===== config.mk =====
export PLATFORM = sky130hd
export DESIGN_NAME = decode24_seq
export DESIGN_NICKNAME = d
export VERILOG_FILES = /design/src/rtl/decode24_seq.sv
export SDC_FILE = /design/constraint.sdc
export NUM_CORES = 1
export LEC_CHECK = 0
export CAP_MARGIN = 40
export CORE_AREA = 2 2 39 41
export CTS_CLUSTER_SIZE = 28
export DETAILED_ROUTE_END_ITERATION = 16
export DIE_AREA = 0 0 41 43
export GPL_ROUTABILITY_DRIVEN = 0
export PLACE_DENSITY = 0.59
export SKIP_CTS_REPAIR_TIMING = 1
export SLEW_MARGIN = 30
export SYNTH_ARGS = -nofsm -noshare
export SYNTH_HDL_FRONTEND = slang
export SYNTH_SLANG_ARGS = --single-unit

===== constraint.sdc =====
create_clock -name clk -period 1 [get_ports clk]
set_input_delay 0.3 -clock clk [delete_from_list [all_inputs] [get_ports clk]]
set_output_delay 0.3 -clock clk [all_outputs]
set_load 0.02 [all_outputs]

===== src/rtl/decode24_seq.sv =====
// decode24_seq: registered 2-to-4 one-hot decoder with a request handshake.
// An accepted request with en=1 drives y = 1<<x for one or more cycles.
// When the drive ends by count expiry, done pulses for one cycle.
// An accepted request with en=0 is consumed and produces no output.
//
// Optional feature macro: DECODE24_SEQ_HOLD_EN
//   defined   : adds the hold input and a down-counter, so y is held for hold+1 cycles.
//   undefined : no hold input and no counter; every drive lasts exactly one cycle.
//
// state  | meaning
// S_IDLE | ready for a request; y=0000, busy=0
// S_DRIVE| y holds the captured one-hot code; busy=1, requests ignored
module decode24_seq #(
  parameter int HOLD_W = 4
) (
  input  logic              clk,
  input  logic              rst_n,
  input  logic              clr,
  input  logic              valid_in,
  output logic              ready_out,
  input  logic [1:0]        x,
  input  logic              en,
`ifdef DECODE24_SEQ_HOLD_EN
  input  logic [HOLD_W-1:0] hold,
`endif
  output logic [3:0]        y,
  output logic              busy,
  output logic              done
);

  typedef enum logic {
    S_IDLE  = 1'b0,
    S_DRIVE = 1'b1
  } state_t;

  state_t      r_state;
  logic [3:0]  r_y;
  logic        r_busy;
  logic        r_done;
  logic        r_ready;
`ifdef DECODE24_SEQ_HOLD_EN
  logic [HOLD_W-1:0] r_cnt;
  logic              w_last;

  // The drive ends in the cycle where the remaining count has reached zero.
  assign w_last = (r_cnt == '0);
`else
  logic              w_last;

  // Without a counter, every drive is a single cycle.
  assign w_last = 1'b1;
`endif

  // Controller FSM with all outputs registered. clr and reset both return the block to idle without a done pulse.
  always_ff @(posedge clk or negedge rst_n) begin
    if (!rst_n) begin
      r_state <= S_IDLE;
      r_y     <= 4'b0000;
      r_busy  <= 1'b0;
      r_done  <= 1'b0;
      r_ready <= 1'b1;
`ifdef DECODE24_SEQ_HOLD_EN
      r_cnt   <= '0;
`endif
    end else if (clr) begin
      r_state <= S_IDLE;
      r_y     <= 4'b0000;
      r_busy  <= 1'b0;
      r_done  <= 1'b0;
      r_ready <= 1'b1;
`ifdef DECODE24_SEQ_HOLD_EN
      r_cnt   <= '0;
`endif
    end else begin
      r_done <= 1'b0;
      case (r_state)
        S_IDLE: begin
          // ready_out is 1 throughout idle, so valid_in alone means accept.
          // A request with en=0 is silently consumed.
          if (valid_in && en) begin
            r_state <= S_DRIVE;
            r_y     <= 4'b0001 << x;
            r_busy  <= 1'b1;
            r_ready <= 1'b0;
`ifdef DECODE24_SEQ_HOLD_EN
            r_cnt   <= hold;
`endif
          end
        end
        S_DRIVE: begin
          if (w_last) begin
            r_state <= S_IDLE;
            r_y     <= 4'b0000;
            r_busy  <= 1'b0;
            r_ready <= 1'b1;
            r_done  <= 1'b1;
          end else begin
`ifdef DECODE24_SEQ_HOLD_EN
            r_cnt   <= r_cnt - 1'b1;
`endif
          end
        end
        default: begin
          r_state <= S_IDLE;
          r_y     <= 4'b0000;
          r_busy  <= 1'b0;
          r_ready <= 1'b1;
        end
      endcase
    end
  end

  assign y         = r_y;
  assign busy      = r_busy;
  assign done      = r_done;
  assign ready_out = r_ready;

endmodule


== After elaboration in Yosys (flattened, before gate mapping) ==
Index checks and enable logic that the tools add are counted.

* Output and inout port bits: 7
* Flip-flop bits (word level): 8
* Bits of input ports: 7
* Logic and storage cells: 23

* Mux-type cells: 14
* Bitwise operators: 1
* Shifts and indexed selects: 1
* Equality and inequality tests: 1
* Reduce and logical (&&, ||, !) cells: 1

{| class="wikitable"
|+ Operator list
! kind !! count
|-
| 2-to-1 mux 1 bit || 8
|-
| 2-to-1 mux 4 bit || 2
|-
| one-hot mux 4 bit (2 select lines) || 1
|-
| one-hot mux 1 bit (2 select lines) || 3
|-
| left shift 1 x 2 -> 4 bit (first input constant) || 1
|-
| != test 3 bit (second input constant) || 1
|-
| logical AND 1 bit || 1
|-
| inverter 1 bit || 1
|}

== Logic depth before layout (Yosys ltp) ==
Gate-level depths: netlist (run 1).

* Depth in word-level cells: 4
* Mapped depth: 3
* Mapped depth without buffers: 2

== Worst setup path before layout (run 1) ==
OpenSTA, ideal clock, no wires.

* Path kind: register to register
* From: reg r_state
* To: reg r_ready, in the netlist ready_out
* Setup time: 0.077 ns
* Required time: 0.923 ns
* Arrival: 0.814 ns
* Slack: 0.109 ns
* Stages on the path, launching flop included: 4
* Cell sequence: dfrtp_1 -> or2_1 -> buf_6 -> a21o_1

* Word-level cells in the longest chain between the ends: 3
* Elaborated cells on any way between the ends: 4

{| class="wikitable"
|+ Ends and longest elaborated chain
! element !! line !! source
|-
| from (decl) || 36 || <nowiki>state_t r_state;</nowiki>
|-
| from (signal assigned) || 57 || <nowiki>r_state <= S_IDLE;</nowiki>
|-
| from (signal assigned) || 66 || <nowiki>r_state <= S_IDLE;</nowiki>
|-
| from (signal assigned) || 81 || <nowiki>r_state <= S_DRIVE;</nowiki>
|-
| inverter 1 bit || -- ||
|-
| one-hot mux 1 bit (2 select lines) || 76 || <nowiki>case (r_state)</nowiki>
|-
| 2-to-1 mux 1 bit || 65 || <nowiki>end else if (clr) begin</nowiki>
|-
| to (signal assigned) || 61 || <nowiki>r_ready <= 1'b1;</nowiki>
|-
| to (signal assigned) || 70 || <nowiki>r_ready <= 1'b1;</nowiki>
|-
| to (signal assigned) || 84 || <nowiki>r_ready <= 1'b0;</nowiki>
|-
| to (decl) || 40 || <nowiki>logic r_ready;</nowiki>
|}

Several ways; a longest one is shown, not always the timed one.
A chain may end at the register's enable or synchronous reset.

== Worst setup path after layout (run 1) ==
* From: reg r_ready, in the netlist ready_out
* To: out ready_out

{| class="wikitable"
|+ RTL lines
! element !! line !! source
|-
| to (decl) || 20 || <nowiki>output logic ready_out,</nowiki>
|}

No word-level cell between the ends.

==> out/metrics.yaml, run 1 <==
drive_above_1_share_pct: 41.30
end_kind: "output port"
combPwrFrac_pct: 15.8
skew_ps: 4.924
die_x_um: 41
synth-seq-cells: 8
cts_tree: "done"
wl_per_cell_um: 11.68
utilization_pct: 39.42
switching_power_w: 0.0001661
cts.sinks: 8
dpl-instance-area_sq_um: 491.7
p_sw_share_pct: 23.15
area_growth_pct: 53.52
vias: 282
cts_buffers: 3
crit_slowest_cell: "dfstp_2"
layout_min_cycle_time_ps: 1191
ys_seq_area_share_pct: 56.69
cp_top_family: "flip-flops"
hp-class: "in -> async"
p_total_w: 0.0007173
rows: 14
maxSlewHeadroom_pct: 76.04
diodes: 0
final_max_slew_viol_count: 0
yosysTopAreaCell: "dfrtp_1"
totalWireLength_um: 724
clk_pin_slew_ps: 60
grt_pass1_vias: 286
drt_iter0_drc: 2
synth_cell_types: 14
dieArea_sq_um: 1763
violations: "negative setup slack"
dr.pass1.iters: 3
grt_max_degree: 11
rsz0062_at_grt: "true"
syn_nets: 37
whs_ps: 355.3
final_nets: 54
peakVddDrop_mv: 0.6234
start_util_pct: 25.68
setup_viol: 7
port_buffers: 13
globalRouteOverflowTotal: 0
worstMarginPinSlew_ps: 358.9
core-area_sq_um: 1384
grt_first_pass_wirelength_mm: 1.166
cp.required_ps: 700
clock_path_buffers: 2
drt_drc_violations_left: 0
intPower_w: 0.0005512
fin_area_sq_um: 545.5
cp_max_fo: 2
ys_top_cells_by_area: "dfrtp_1, a21bo_2, dfstp_2"
clkPwrFrac_pct: 36.0
leakage_nw: 0.2615
die_h_um: 43
crit_type: "reg -> out"
status: "finished, violations left"
finalHoldViolations: 0
cap_violations: 0
power_density_nw_per_um2: 1315
crit_arrival_ps: 890
max_stage_delay_ps: 530
clock_latency_ps: 250
timing.final.crit_share_pct: 119.1
synth.cell_area_sq_um: 355.3
antenna_found_initial: 0
syn_avg_cell_area_sq_um: 11.84
grtUsageTotal_pct: 9.939
max_freq_mhz: 839.4
ant_nets: 0
htreeDepth: 1
pwr-share-seq_pct: 48.2
ios: 14
crit_path_start_kind: "flip-flop"
vias_per_cell: 4.548
cp_cell_sequence: "buf_6"
synth_top_area_share_pct: 49.30
cts_root_buf: "clkbuf_4"
worst-path-buf-inv: 1
yosys_warnings: 0
setup_slack_ps: -191.4
synthCells: 30
## cells in the final DEF (no fill, tap or decap), types with 2 or more instances in the layout
master	Yosys	routed
a21oi_1	5	4
buf_6	1	7
clkbuf_4	0	3
nand4b_1	2	2
dlymetal6s2s_1	0	2
buf_4	0	2
a21bo_2	4	4
clkdlybuf4s50_1	0	4
nor2_1	2	2
dfrtp_1	7	7
## worst paths after layout
check                           startpoint   endpoint  slack, ps  cells after the start
worst max-delay path             ready_out  ready_out       -190                      1
worst min-delay path                 rst_n    r_state        360                      2
worst max register to register     r_state  ready_out         90                      2
worst min register to register     r_state       done        500                      1
max in group asynchronous            rst_n       y[1]        520                      2
min in group clk                  valid_in    r_state        480                      3
## power by group through the flow
stage	registers (W)	logic, W	clock network [W]
after floorplan	0.000362	0.0000404	0
after global routing	0.000347	0.000125	0.000294
after detailed placement	0.000349	0.000108	0
after CTS	0.000343	0.000108	0.000276
final	0.000346	0.000113	0.000258
after global placement	0.000349	0.000108	0
## kinds of logic (layout without fill, tap and decap cells)
family	after synthesis	after routing	share of synthesized area (%)
buffers and inverters	3	19	5.986
and+or+nand+nor	9	9	16.90
DFF	8	8	56.69
AOI/OAI and AO/OA	10	10	20.42
## through the flow
step	setup WS, ps	setup TNS (ps)	instances
6_report	-191.4	-567.3	62
5_1_grt	-214.1	-807.2	62
4_1_cts	-679.6	-4228	61
3_5_place_dp	-401.5	-4131	57
3_3_place_gp	-401.7	-4083	57
2_1_floorplan	109.3	0	30
## routing by layer
metal  track usage (%)  routed length, um  share of wire [%]  up-vias
met5                 0                  0                  0        -
met1             14.29                341                 47      128
met3             5.236                100                 14        0
met2             11.25                282                 39       14
li1                  -                  -                  -      140
met4             6.000                  0                  0        0
## registers in the layout, indices dropped and copies added (netlist names)
name	cells
busy	1
y	4
r_state	1
ready_out	1
done	1
## cell usage after synthesis, drive strengths merged
library cell and number:
nand4b 2, and2b 1, or2 1, dfrtp 7
a21o 1, a21oi 5, nor2 2, nand4bb 1
buf 3, a21bo 4, dfstp 1, nand2 1
nand4 1
## layout make-up
type | instances | area [sq um]
fill | 149 | 838.3
sequential | 8 | 201.4
timing repair buffer | 15 | 158.9
multi-input combinational | 19 | 138.9
clock buffer | 4 | 26.28
tap | 16 | 20.02
(Power assumes the default switching activity.)
==> inputs of run 2 (changes only) <==
- GPL_ROUTABILITY_DRIVEN: 0 -> 1
- SLEW_MARGIN: 30 -> 25
==> results of run 2 <==
Final layout, timing and power as in run 1 (identical DEF).
==> inputs of run 3 (changes only) <==
- clock period: 1 -> 1.25 ns (I/O delays scaled with it)
==> run 3 against run 2 <==
The flow still finishes with violations (negative setup slack); sequential power decreased by 21%; utilization shrank 2.4 points; sequential share of layout area up 2.4 points; via count stayed put; critical path depth stayed put; worst setup slack better by 170 ps; clock power down 19%; count of clock-buffer cells in the layout is the same; hold slack gained 41 ps; first-iteration DRC count unchanged; non-clock buffer count fell by 2.
==> out/metrics.yaml, run 3 (synthesis gave the netlist of run 1 again) <==
violations: "negative setup slack"
power_density_nw_per_um2: 1101
ios: 14
largest_reg_flops: 4
dieArea_sq_um: 1763
antenna_found_initial: 0
wl_met3_um: 84
rows: 14
peakVddDrop_mv: 0.4239
grtUsageTotal_pct: 10.06
maxSlewHeadroom_pct: 76.50
globalRouteOverflowTotal: 0
worstMarginPinSlew_ps: 351.4
vias: 282
final_max_slew_viol_count: 0
r2r_cells: 2
layout_min_cycle_time_ps: 1268
area_growth_pct: 44.01
ff2ff_setup_slack_ps: 320
crit_arrival_ps: 890
leakage_nw: 0.2891
drt_drc_violations_left: 0
final_nets: 52
cap_violations: 0
hp-class: "in -> async"
totalWireLength_um: 691
crit_slowest_cell: "dfstp_2"
wl_met1_um: 338
status: "finished, violations left"
crit_type: "reg -> out"
drive_above_1_share_pct: 25.00
cp_max_fo: 2
cp_cell_sequence: "buf_6"
max_stage_delay_ps: 530
cts_buffers: 3
whs_ps: 396.5
end_kind: "output port"
setup_viol: 1
cp.required_ps: 880
cts_root_buf: "clkbuf_4"
setup_tns_ps: -17.62
dr_wl_met2_um: 267
cts_tree: "done"
crit_path_start_kind: "flip-flop"
gp_congestion: 0.6253
grt_first_pass_wirelength_mm: 1.179
drt_iter0_drc: 2
start_util_pct: 25.68
rr_startpoint: "r_state"
rsz0062_at_grt: "true"
skew_ps: 3.813
die_h_um: 43
grt_pass1_vias: 281
utilization_pct: 36.98
setup_slack_ps: -17.62
cp_top_family: "flip-flops"
clock_path_buffers: 2
timing.final.crit_share_pct: 101.4
mostFrequentLayoutCells: "dfrtp_1, clkdlybuf4s50_1, a21oi_1"
worst-path-buf-inv: 1
die_x_um: 41
r2r-end: "ready_out"
dr.pass1.iters: 2
cts.sinks: 8
core-area_sq_um: 1384
finalHoldViolations: 0
layout_commonest_cell: "dfrtp_1"
highest_layer: "met3"
htreeDepth: 1
grt_max_degree: 11
wl_per_cell_um: 11.52
max_freq_mhz: 788.9
diodes: 0
ant_nets: 0
clk_pin_slew_ps: 60
clock_latency_ps: 250
port_buffers: 13
vias_per_cell: 4.700
-- run 3: cell type report --
class                      count  area [sq um]
clock buffer                   4         26.28
fill                         142         872.1
sequential                     8         201.4
tap                           16         20.02
multi-input combinational     19         132.6
timing repair buffer          13         131.4
-- run 3: how the worst max path moves through the flow --
stage | cells after the start | endpoint | start
floorplan | 0 | ready_out | ready_out
global placement | 1 | ready_out | ready_out
detailed placement | 1 | ready_out | ready_out
CTS | 1 | ready_out | ready_out
global route | 1 | ready_out | ready_out
finish | 1 | ready_out | ready_out
-- run 3: power by group --
| group | switching (W) | total [W] | internal [W] |
|---|---|---|---|
| logic | 0.0000402 | 0.0000795 | 0.0000393 |
| clock network | 0.0000866 | 0.000209 | 0.000122 |
| registers | 0.00000463 | 0.000275 | 0.000270 |
-- run 3: routing by layer --
layer | up-vias | track usage [%]
met3 | 0 | 4.188
met1 | 134 | 14.38
met5 | - | 0
met4 | 0 | 6.000
li1 | 134 | -
met2 | 14 | 12.19
-- run 3: metrics by stage --
step | cell area, sq um | std cells | setup slack [ps] | total power, W
floorplan | 355.3 | 30 | 312.2 | 0.0003220
global placement | 484.2 | 56 | -226.6 | 0.0003629
detailed placement | 484.2 | 56 | -222.3 | 0.0003626
CTS | 510.5 | 60 | -505.7 | 0.0005816
global route | 511.7 | 60 | -48.87 | 0.0006074
finish | 511.7 | 60 | -17.62 | 0.0005632
